File: src/rtl/counter_sweep_pkg.sv
// Shared types and constants for the counter sweep controller.
package counter_sweep_pkg;

  // Default datapath widths; the top exposes these as parameters.
  localparam int DEF_WIDTH = 16;
  localparam int DEF_CNT_W = 8;

  // Counter direction encoding as seen on updn_cnt.
  localparam logic DIR_UP = 1'b1;
  localparam logic DIR_DN = 1'b0;

  // Sweep FSM states. DWELL_HI/DWELL_LO are only reachable when the
  // dwell feature is built in.
  typedef enum logic [2:0] {
    IDLE     = 3'd0,
    LOAD     = 3'd1,
    UP       = 3'd2,
    DOWN     = 3'd3,
    DWELL_HI = 3'd4,
    DWELL_LO = 3'd5
  } state_e;

endpackage : counter_sweep_pkg

File: src/rtl/counter_sweep_dwell_timer.sv
// Loadable down-counter used to hold the sweep at each turning point.
// done is high while the count is zero; load has priority over counting.
module counter_sweep_dwell_timer #(
  parameter int W = 2
) (
  input  logic         clk,
  input  logic         rst,
  input  logic         load,
  input  logic [W-1:0] load_val,
  output logic         done
);

  logic [W-1:0] count_q, count_d;

  // Next count: reload, otherwise decrement until zero and stay there.
  always_comb begin
    count_d = count_q;
    if (load) begin
      count_d = load_val;
    end else if (count_q != '0) begin
      count_d = count_q - W'(1);
    end
  end

  // Count register.
  always_ff @(posedge clk or negedge rst) begin
    if (!rst) begin
      count_q <= '0;
    end else begin
      count_q <= count_d;
    end
  end

  assign done = (count_q == '0);

endmodule : counter_sweep_dwell_timer

File: src/rtl/counter_sweep_ctrl.sv
// Sweep controller for the loadable up/down counter: loads lo, counts up to
// hi, back down to lo, and repeats, reporting each completed period.
// Optional build macro COUNTER_SWEEP_DWELL_EN adds a DWELL-cycle hold at
// each turning point.
module counter_sweep_ctrl
  import counter_sweep_pkg::*;
#(
  parameter int WIDTH = DEF_WIDTH,
  parameter int CNT_W = DEF_CNT_W,
  parameter int DWELL = 4
) (
  input  logic             clk,
  input  logic             rst,
  input  logic             start,
  input  logic             stop,
  input  logic [WIDTH-1:0] lo_limit,
  input  logic [WIDTH-1:0] hi_limit,
  input  logic [WIDTH-1:0] cnt_value,
  output logic [WIDTH-1:0] data_in,
  output logic             ld_cnt,
  output logic             updn_cnt,
  output logic             count_enb,
  output logic             busy,
  output logic             cfg_err,
  output logic             resync,
  output logic             sweep_done,
  output logic [CNT_W-1:0] sweep_cnt
);

  state_e           state_q, state_d;
  logic [WIDTH-1:0] lo_q, lo_d;
  logic [WIDTH-1:0] hi_q, hi_d;
  logic [CNT_W-1:0] sweep_cnt_q, sweep_cnt_d;
  logic             updn_q, updn_d;
  logic             first_q, first_d;
  logic             cfg_err_q, cfg_err_d;
  logic             resync_q, resync_d;
  logic             sweep_done_q, sweep_done_d;
  logic             out_of_range;

`ifdef COUNTER_SWEEP_DWELL_EN
  localparam int DW_W = (DWELL > 1) ? $clog2(DWELL) : 1;

  logic dwell_load;
  logic dwell_done;

  // Arm the timer on the edge that enters a dwell state, so that dwell
  // lasts exactly DWELL cycles.
  assign dwell_load = ((state_d == DWELL_HI) || (state_d == DWELL_LO)) &&
                      (state_d != state_q);

  counter_sweep_dwell_timer #(
    .W (DW_W)
  ) u_dwell_timer (
    .clk      (clk),
    .rst      (rst),
    .load     (dwell_load),
    .load_val (DW_W'(DWELL - 1)),
    .done     (dwell_done)
  );
`endif

  assign out_of_range = (cnt_value < lo_q) || (cnt_value > hi_q);

  // Next-state, limit latching, sweep counting and event pulses.
  // NOTE: every variable gets a default first so no path leaves it
  // unassigned, which would otherwise infer a latch.
  always_comb begin
    state_d      = state_q;
    lo_d         = lo_q;
    hi_d         = hi_q;
    sweep_cnt_d  = sweep_cnt_q;
    cfg_err_d    = 1'b0;
    resync_d     = 1'b0;
    sweep_done_d = 1'b0;
    first_d      = (state_q == LOAD);

    if (stop) begin
      state_d = IDLE;
    end else begin
      unique case (state_q)
        IDLE: begin
          if (start) begin
            if (hi_limit > lo_limit) begin
              lo_d        = lo_limit;
              hi_d        = hi_limit;
              sweep_cnt_d = '0;
              state_d     = LOAD;
            end else begin
              cfg_err_d = 1'b1;
            end
          end
        end
        LOAD: state_d = UP;
        UP: begin
          // The cycle right after a load is trusted without a range check.
          if (!first_q && out_of_range) begin
            resync_d = 1'b1;
            state_d  = LOAD;
          end else if (cnt_value == hi_q - WIDTH'(1)) begin
`ifdef COUNTER_SWEEP_DWELL_EN
            state_d = DWELL_HI;
`else
            state_d = DOWN;
`endif
          end
        end
        DOWN: begin
          if (out_of_range) begin
            resync_d = 1'b1;
            state_d  = LOAD;
          end else if (cnt_value == lo_q + WIDTH'(1)) begin
`ifdef COUNTER_SWEEP_DWELL_EN
            state_d = DWELL_LO;
`else
            state_d      = UP;
            sweep_done_d = 1'b1;
            if (sweep_cnt_q != '1) sweep_cnt_d = sweep_cnt_q + CNT_W'(1);
`endif
          end
        end
`ifdef COUNTER_SWEEP_DWELL_EN
        DWELL_HI: begin
          if (dwell_done) state_d = DOWN;
        end
        DWELL_LO: begin
          if (dwell_done) begin
            state_d      = UP;
            sweep_done_d = 1'b1;
            if (sweep_cnt_q != '1) sweep_cnt_d = sweep_cnt_q + CNT_W'(1);
          end
        end
`endif
        default: state_d = IDLE;
      endcase
    end

    // Direction follows the counting state and holds everywhere else,
    // which keeps it steady through dwell and load.
    updn_d = updn_q;
    if (state_d == UP)   updn_d = DIR_UP;
    if (state_d == DOWN) updn_d = DIR_DN;
  end

  // State and datapath registers.
  // NOTE: sequential state uses non-blocking assignments so every flop
  // samples the pre-edge values regardless of statement order.
  always_ff @(posedge clk or negedge rst) begin
    if (!rst) begin
      state_q      <= IDLE;
      lo_q         <= '0;
      hi_q         <= '0;
      sweep_cnt_q  <= '0;
      updn_q       <= DIR_UP;
      first_q      <= 1'b0;
      cfg_err_q    <= 1'b0;
      resync_q     <= 1'b0;
      sweep_done_q <= 1'b0;
    end else begin
      state_q      <= state_d;
      lo_q         <= lo_d;
      hi_q         <= hi_d;
      sweep_cnt_q  <= sweep_cnt_d;
      updn_q       <= updn_d;
      first_q      <= first_d;
      cfg_err_q    <= cfg_err_d;
      resync_q     <= resync_d;
      sweep_done_q <= sweep_done_d;
    end
  end

  // Moore outputs decoded from registered state only.
  assign data_in    = lo_q;
  assign ld_cnt     = (state_q != LOAD);
  assign count_enb  = (state_q == UP) || (state_q == DOWN);
  assign updn_cnt   = updn_q;
  assign busy       = (state_q != IDLE);
  assign cfg_err    = cfg_err_q;
  assign resync     = resync_q;
  assign sweep_done = sweep_done_q;
  assign sweep_cnt  = sweep_cnt_q;

endmodule : counter_sweep_ctrl

File: config.mk
export PLATFORM = sky130hd
export DESIGN_NAME = counter_sweep_ctrl
export DESIGN_NICKNAME = d
export VERILOG_FILES = /design/src/rtl/counter_sweep_pkg.sv /design/src/rtl/counter_sweep_dwell_timer.sv /design/src/rtl/counter_sweep_ctrl.sv
export SDC_FILE = /design/constraint.sdc
export NUM_CORES = 1
export LEC_CHECK = 0
export ABC_AREA = 1
export CAP_MARGIN = 20
export CORE_AREA = 4 4 103 105
export DETAILED_ROUTE_END_ITERATION = 7
export DIE_AREA = 0 0 107 109
export PLACE_DENSITY = 0.8
export RECOVER_POWER = 25
export SLEW_MARGIN = 5
export SYNTH_ARGS = -nofsm -noshare
export SYNTH_HDL_FRONTEND = slang
export SYNTH_HIERARCHICAL = 1
export SYNTH_SLANG_ARGS = --single-unit
export TNS_END_PERCENT = 30
File: constraint.sdc
create_clock -name clk -period 2.2 [get_ports clk]
set_clock_uncertainty 0.15 [all_clocks]
set_input_delay 0.44 -clock clk [delete_from_list [all_inputs] [get_ports clk]]
set_output_delay 0.44 -clock clk [all_outputs]
set_load 0.01 [all_outputs]
== Word level (Yosys, flattened, before mapping) ==
Index checks and enable logic that the tools add are counted.
Operators by class
  add/subtract/negate cells: 3
  magnitude comparators: 3
  equal/unequal tests: 14
  muxes and demuxes: 28
  bitwise gates (word level): 1
  reduce and logical (&&, ||, !) cells: 10
Operators by type and width (number)
  $mux 8: 5
  $eq 16x16->1: 2
  $gt 16x16->1: 2
  $mux 3: 7
  $add 16x1->16 const B: 1
  $lt 16x16->1: 1
  $pmux 8 s2: 1
  $sub 16x1->16 const B: 1
  $mux 1: 13
  $eq 3x2->1 const B: 4
  $pmux 3 s4: 1
  $ne 2x2->1 const B: 5
  $add 8x1->8 const B: 1
  $ne 8x8->1 const B: 1
  $reduce_and 7->1: 1
  $reduce_and 4->1: 1
  $reduce_bool 2->1: 2
  $eq 3x1->1 const B: 1
  $logic_not 3->1: 1
  $ne 3x1->1 const B: 1
  $reduce_bool 3->1: 1
  $logic_or 1x1->1: 2
  $pmux 1 s2: 1
  $logic_and 1x1->1: 1
  2 further kinds: 2
Word-level totals
  register bits: 48
  input bits: 52
  output and inout bits: 31
  word-level logic and storage cells: 68

== Depth between registers and ports, before layout ==
Gate-level depths: netlist of the first run.
  depth after elaboration: 9
  gate-level depth with buffers: 17
  depth with buffers taken out: 17

== Worst setup path after synthesis of the first run ==
No wires, ideal clock.
  path kind: register to register
  start: reg, netlist name data_in[0]
  end: reg hi_q[7]
  library setup time: 0.118 ns
  arrival time: 2.009 ns
  required time: 1.932 ns
  setup slack: -0.077 ns
  stages on the path, launching flop included: 16
  clock period less this slack: 2.277 ns
  cells stage by stage: dfrtp_1 ha_1 nand2_1 inv_1 nand2_4 nor2_8 nand2_1 xor2_1 nand3_1 nor2_1 nand3_1 nand2_2 nand3_4 buf_6 nand2_1 o21ai_2
RTL lines
  end signal: assignment: line counter_sweep_ctrl.sv:162  | hi_q <= hi_d;
  end: declaration: line counter_sweep_ctrl.sv:32  | logic [WIDTH-1:0] hi_q, hi_d;

==> flow_metrics.py, run 1 <==
metrics = {
    "outcome": {
        "status": "finished, violations left",
        "violations": "negative setup slack",
    },
    "sta": {
        "final-max-slew-violation-count": 0,
        "tightestPinTransition_ns": 0.785,
        "worst_hold_slack_ns": 0.356,
        "rsz0062_at_grt": "yes",
        "hold_viol_final": 0,
        "setup_viol": 46,
        "slew_headroom_pct": 47.7,
        "period_needed_ns": 2.86,
        "fin_crit_sh_pct": 130,
        "max_freq_mhz": 349,
        "setup_slack_ns": -0.664,
    },
    "worst_setup_path": {
        "crit_required_ns": 2.25,
        "path_cells": "ha_4, inv_1, nand2_1, nand2_1, nand2_1, nand2_1, inv_1, nand4_1, nor3_2, nand3_2, nand2_4, nand3_4, buf_12, buf_16, o21ai_2",
        "path_max_fanout": 6,
        "path_class": "reg2reg",
        "crit_path_max_incr_delay_ns": 0.48,
        "crit_arrival_ns": 2.92,
        "cp_common_cell": "nand2_1",
        "cp-end-kind": "flop",
        "start_kind": "flop",
        "crit_slowest_cell": "dfrtp_2",
    },
    "synthesis": {
        "yosysTopAreaCell": "dfrtp_1",
        "synth_edf_count": 0,
        "syn_nets": 772,
        "ys_seq_area_share_pct": 25.9,
        "syn_inst": 669,
        "async_flop_share_pct": 100,
        "syn-mean-instance-area_um2": 6.95,
        "netlist.area_leader.share_pct": 25.3,
        "synth_area_um2": 4650,
        "synth_ff_type": "dfrtp_1",
        "synth_cell_types": 34,
        "synth.area.top_cells": "dfrtp_1, nand2_1, ha_1",
        "ys_seq_elements": 48,
        "ys_warn_count": 6,
    },
    "finish": {
        "fin_nets": 1030,
        "nFillCells": 561,
        "diodes": 0,
        "layout-drive-gt1-share_pct": 38.0,
        "layout.cells.non_filler": 1061,
        "syn2layout_area_growth_pct": 67.2,
    },
    "min_path": {
        "holdCritPathClass": "reg2reg",
    },
    "global_routing": {
        "grt_pass1_vias": 5986,
        "antenna_found_initial": 0,
        "grt_max_degree": 24,
        "grt_pass1_wl_um": 28700,
        "overflow": 0,
        "grtUsageTotal_pct": 31.0,
    },
    "die": {
        "die_h_um": 109,
        "core_area_um2": 9640,
        "rows": 36,
        "start_util_pct": 48.2,
        "dieWidth_um": 107,
        "ioPinCount": 83,
        "dieArea_um2": 11700,
    },
    "placed_design": {
        "dp_slack_ns": -0.778,
        "gp_congestion": 0.916,
        "io_buffers": 82,
        "hpwl_um": 12100,
        "dp.cells": 1001,
    },
    "cts": {
        "clock-root-buffer": "clkbuf_8",
        "cts_buffers": 5,
        "clockBufferDepth": 2,
        "clk_latency_ns": 0.31,
        "cts.htree.levels": 2,
        "tritoncts": "done",
        "cts_num_sinks": 48,
        "path_clk_slew_ns": 0.10,
    },
    "pwr": {
        "ir_worst_vdd_mv": 0.485,
        "p_leak_nw": 3.98,
        "power_density_nw_per_um2": 741,
    },
    "routing": {
        "dr.first_iter.drc_count": 678,
        "vias": 6186,
        "firstDrtPassIters": 8,
        "post_drt_wl_per_cell_um": 20.0,
        "drc_errors": 0,
        "ant_nets": 0,
        "viasPerCell": 5.83,
        "drt_wl_total_um": 21200,
    },
    "flow_run": {
        "maxCapViolCount": 0,
    },
}
==> cells in the mapped netlist (2+ instances only) <==
cell      instances
a21oi_1          29
buf_2             2
buf_6             6
clkbuf_1          2
dfrtp_1          47
ha_1             51
inv_1           106
nand2_1         185
nand2_2           4
nand3_1          54
nand3_2           2
nand3b_1          6
nand4_1           9
nor2_1           62
nor2_8            2
nor3_1            8
o21a_1            2
o21ai_0          10
o21ai_1           5
o21ai_2          33
xnor2_1          16
xor2_1           16
==> power breakdown <==
group          internal, mW  switching [mW]
Combinational          1.77            2.02
Clock                 0.256           0.346
Sequential             1.08           0.289
==> area by class of cell <==
type	count	area [um2]	area share [%]
clock inverter	2	15.0	0.193
clock buffer	6	82.6	1.06
timing repair buffer	260	2330	29.9
inverter	106	403	5.18
multi-input combinational	506	3570	45.9
tap	133	166	2.14
sequential	48	1210	15.5
==> layer usage <==
layer,vias to the layer above,global-route usage [%],share of wire [%]
met5,-,0,0
met4,0,12.7,6.9
met3,153,3.08,11
met2,520,56.2,47
met1,2856,37.8,35
li1,2657,-,-
==> placed cells by master (no fill, tap or decap), drive strengths merged, types with 4 or more instances in the layout <==
| master | synthesis | routed |
|---|---|---|
| nor2 | 65 | 65 |
| clkdlybuf4s50 | 0 | 36 |
| nand3b | 6 | 6 |
| inv | 106 | 106 |
| ha | 51 | 51 |
| buf | 8 | 175 |
| nor3 | 9 | 9 |
| xor2 | 16 | 16 |
| a21oi | 29 | 29 |
| clkbuf | 2 | 9 |
| dlymetal6s2s | 0 | 4 |
| dfrtp | 47 | 47 |
| nand3 | 57 | 58 |
| nand2 | 190 | 190 |
| xnor2 | 16 | 16 |
| o21ai | 48 | 48 |
| dlygate4sd2 | 0 | 41 |
| nand4 | 9 | 9 |
==> cells by family (layout without fill, tap and decap cells) <==
group	after synthesis	in the layout	share of synthesized area, %
AO/OA/AOI/OAI	82	82	11.8
XOR/XNOR	32	32	6.03
adder cells (fa/ha/maj)	51	51	13.7
buffers and inverters	116	374	10.4
flip-flops	48	48	25.9
other	1	1	0.0807
AND/OR/NAND/NOR	339	340	32.1
==> per-stage QoR <==
| stage | cell area [um2] | power [mW] | setup TNS [ns] | util, % |
|---|---|---|---|---|
| 3_5_place_dp | 6530 | 4.22 | -32.65 | 67.8 |
| 2_1_floorplan | 4660 | 2.81 | 0 | - |
| 4_1_cts | 7400 | 5.10 | -9.81 | 76.8 |
| 5_1_grt | 7780 | 6.06 | -25.99 | 80.7 |
| 3_3_place_gp | 6530 | 4.08 | -28.24 | 67.8 |
| 6_report | 7780 | 5.76 | -23.79 | 80.7 |
==> final timing paths <==
kind	start	to	slack (ns)	cells after the start
min reg2reg	updn_cnt	updn_cnt	0.36	2
max reg2reg	data_in[1]	data_in[5]	-0.66	15
max in group asynchronous	rst	data_in[2]	0.18	3
min in group asynchronous	rst	hi_q[5]	0.57	2
max	data_in[1]	data_in[5]	-0.66	15
min	updn_cnt	updn_cnt	0.36	2
==> timing repair <==
item / CTS / global route
hold buffers: 1 / 0
resized for setup: 146 / 79
setup endpoints to repair: 47 / 47
pin swaps: 34 / 30
endpoints found under the hold margin: 10 / 0
gates cloned: 6 / 1
setup buffers: 36 / 8
==> sequential cells by signal, summed over array words and instances, names as in the netlist <==
signal and cells:
hi_q 16, sweep_done 1, cfg_err 1, first_q 1
updn_cnt 1, state_q 3, resync 1, sweep_cnt 8
data_in 16
==> worst max-delay path, delay by kind of cell, from the launching register on <==
family | cells | cell delay, ns
and+or+nand+nor | 9 | 1.24
DFF | 1 | 0.48
buffers and inverters | 4 | 0.46
AOI/OAI and AO/OA | 1 | 0.23
adders and majority gates | 1 | 0.20
Power figures use the tool's default switching activity.
==> inputs of run 2 (changes only) <==
--- a/config.mk
+++ b/config.mk
@@ -7,9 +7,11 @@
 export LEC_CHECK = 0
 export ABC_AREA = 1
 export CAP_MARGIN = 20
-export CORE_AREA = 4 4 103 105
+export CELL_PAD_IN_SITES_DETAIL_PLACEMENT = 1
+export CELL_PAD_IN_SITES_GLOBAL_PLACEMENT = 1
+export CORE_AREA = 4 4 121 123
 export DETAILED_ROUTE_END_ITERATION = 7
-export DIE_AREA = 0 0 107 109
+export DIE_AREA = 0 0 125 127
 export PLACE_DENSITY = 0.8
 export RECOVER_POWER = 25
 export SLEW_MARGIN = 5
==> run 2 against run 1 <==
  * The run still ends with negative setup slack left
  * Sequential cell count is the same
  * Via count shrank 3.7%
  * Core utilization shrank 23 points
  * Design area grew 0.74%
  * Final cell count grew 3.3%
  * Die area grew 36%
  * Non-clock buffer count shrank 12
  * Combinational power grew 5%
  * First-iteration DRC count shrank 45%
  * Highest routed layer is now met5
==> flow_metrics.py, run 2 (synthesized netlist as in run 1, its figures left out) <==
metrics = {
    "outcome": {
        "violations": "negative setup slack",
        "status": "finished, violations left",
    },
    "worst_setup_path": {
        "path_max_fanout": 9,
        "r2r_setup_slack_ns": -0.51,
        "worstReg2RegEnd": "updn_cnt",
        "cp-end-kind": "flop",
        "crit_required_ns": 2.27,
        "startpoint": "lo_limit[5]",
        "crit_arrival_ns": 2.83,
        "start_kind": "primary input",
        "path_class": "in2reg",
        "reg2reg_from": "hi_q[4]",
        "ff2ff_path_depth": 13,
        "endpoint": "data_in[7]",
    },
    "sta": {
        "slew_headroom_pct": 42.1,
        "fin_crit_sh_pct": 125,
        "hold_viol_final": 0,
        "max_freq_mhz": 362,
        "setup_viol": 46,
        "tightestPinTransition_ns": 0.869,
        "final-max-slew-violation-count": 0,
        "rsz0062_at_grt": "yes",
        "setup_slack_ns": -0.560,
        "period_needed_ns": 2.76,
    },
    "finish": {
        "stdcell_area_um2": 7830,
        "final_cell_mix": "buf_4, nand2_1, inv_1",
        "layout_commonest_cell": "buf_4",
        "syn2layout_area_growth_pct": 68.5,
        "final_core_util_pct": 57.3,
        "layout-drive-gt1-share_pct": 38.1,
        "fin_nets": 1017,
    },
    "flow_run": {
        "maxCapViolCount": 0,
    },
    "routing": {
        "drc_errors": 0,
        "dr.first_iter.drc_count": 376,
        "drt_wl_total_um": 24700,
        "ant_nets": 0,
        "post_drt_wl_per_cell_um": 22.6,
        "firstDrtPassIters": 5,
        "viasPerCell": 5.44,
        "vias": 5957,
    },
    "global_routing": {
        "grt_pass1_wl_um": 35100,
        "grt_pass1_vias": 6511,
        "overflow": 0,
        "grtUsageTotal_pct": 27.6,
        "antenna_found_initial": 2,
        "grt_max_degree": 34,
    },
    "die": {
        "rows": 43,
        "ioPinCount": 83,
        "core_area_um2": 13700,
        "dieWidth_um": 125,
        "start_util_pct": 34.0,
        "die_h_um": 127,
        "dieArea_um2": 15900,
    },
    "cts": {
        "clk_latency_ns": 0.31,
        "clock-root-buffer": "clkbuf_16",
        "clockBufferDepth": 2,
        "tritoncts": "done",
        "cts.htree.levels": 2,
        "cts_num_sinks": 48,
        "path_clk_slew_ns": 0.07,
        "cts_buffers": 5,
    },
    "placed_design": {
        "gp_congestion": 0.931,
        "dp_slack_ns": -0.897,
        "hpwl_um": 14800,
        "io_buffers": 82,
        "place_area_um2": 6690,
    },
    "min_path": {
        "holdCritPathClass": "reg2reg",
        "min_from": "state_q[1]",
    },
    "pwr": {
        "p_leak_nw": 3.94,
        "ir_worst_vdd_mv": 0.476,
        "power.total_mw": 6.22,
        "power_density_nw_per_um2": 795,
    },
}
==> run 2: repair_timing <==
item | 4_1_cts | 5_1_grt
gates resized for setup | 125 | 81
pin swaps | 49 | 36
setup endpoints to repair | 49 | 49
cloned | 4 | 0
hold buffers | 1 | 0
setup buffers | 22 | 7
hold endpoints to repair | 14 | 0
==> run 2: metrics by stage <==
stage	instances	hold WS [ns]	setup TNS, ns
detailed placement	1059	0.242	-34.84
global placement	1059	0.231	-30.93
finish	1096	0.413	-21.72
global route	1096	0.426	-26.91
floorplan	669	-0.00559	0
CTS	1093	0.364	-14.03
==> run 2: area by class of cell <==
cell class                      count  area [um2]
Antenna cell                        1        2.50
Multi-Input combinational cell    505        3630
Clock inverter                      2        13.8
Inverter                          106         400
Sequential cell                    48        1210
Tap cell                          180         225
Fill cell                        1703        5830
Timing Repair Buffer              248        2210
Clock buffer                        6         139
==> run 2: how the worst min path moves through the flow <==
stage | endpoint | slack [ns] | cells after the start
floorplan | cfg_err | -0.006 | 0
global placement | state_q[2] | 0.23 | 1
detailed placement | state_q[0] | 0.24 | 1
CTS | updn_cnt | 0.36 | 2
global route | first_q | 0.43 | 1
finish | first_q | 0.41 | 1
==> run 2: worst max-delay path: stages <==
cell and delay (ns):
clkdlybuf4s50_1 0.46, inv_1 0.09, ha_1 0.35, nand2_1 0.09
nor2_1 0.14, nand2_1 0.10, nand3_2 0.08, nand2_2 0.06
nand2_2 0.07, nand3_2 0.09, a21oi_4 0.19, nand3_4 0.16
buf_12 0.18, buf_16 0.14, o21ai_4 0.17
==> run 2: where the power goes <==
group	total, mW	internal, mW	switching [mW]
clock network	0.872	0.457	0.414
logic	3.98	1.79	2.20
registers	1.37	1.08	0.283
total	6.22	3.33	2.89
==> run 2: metal layers <==
| layer | track usage (%) | wire length [um] | up-vias |
|---|---|---|---|
| met5 | 0 | 22 | - |
| met4 | 9.31 | 1480 | 2 |
| met3 | 4.18 | 1520 | 122 |
| met2 | 51.4 | 12300 | 296 |
| met1 | 32.4 | 9380 | 2916 |
| li1 | - | - | 2621 |
==> inputs of run 3 (changes only) <==
--- a/config.mk
+++ b/config.mk
@@ -6,6 +6,7 @@
 export NUM_CORES = 1
 export LEC_CHECK = 0
 export ABC_AREA = 1
+export ABC_CLOCK_PERIOD_IN_PS = 2200
 export CAP_MARGIN = 20
 export CELL_PAD_IN_SITES_DETAIL_PLACEMENT = 1
 export CELL_PAD_IN_SITES_GLOBAL_PLACEMENT = 1
==> results of run 3 <==
The final DEF is identical to that of run 2; final timing and power are the same.
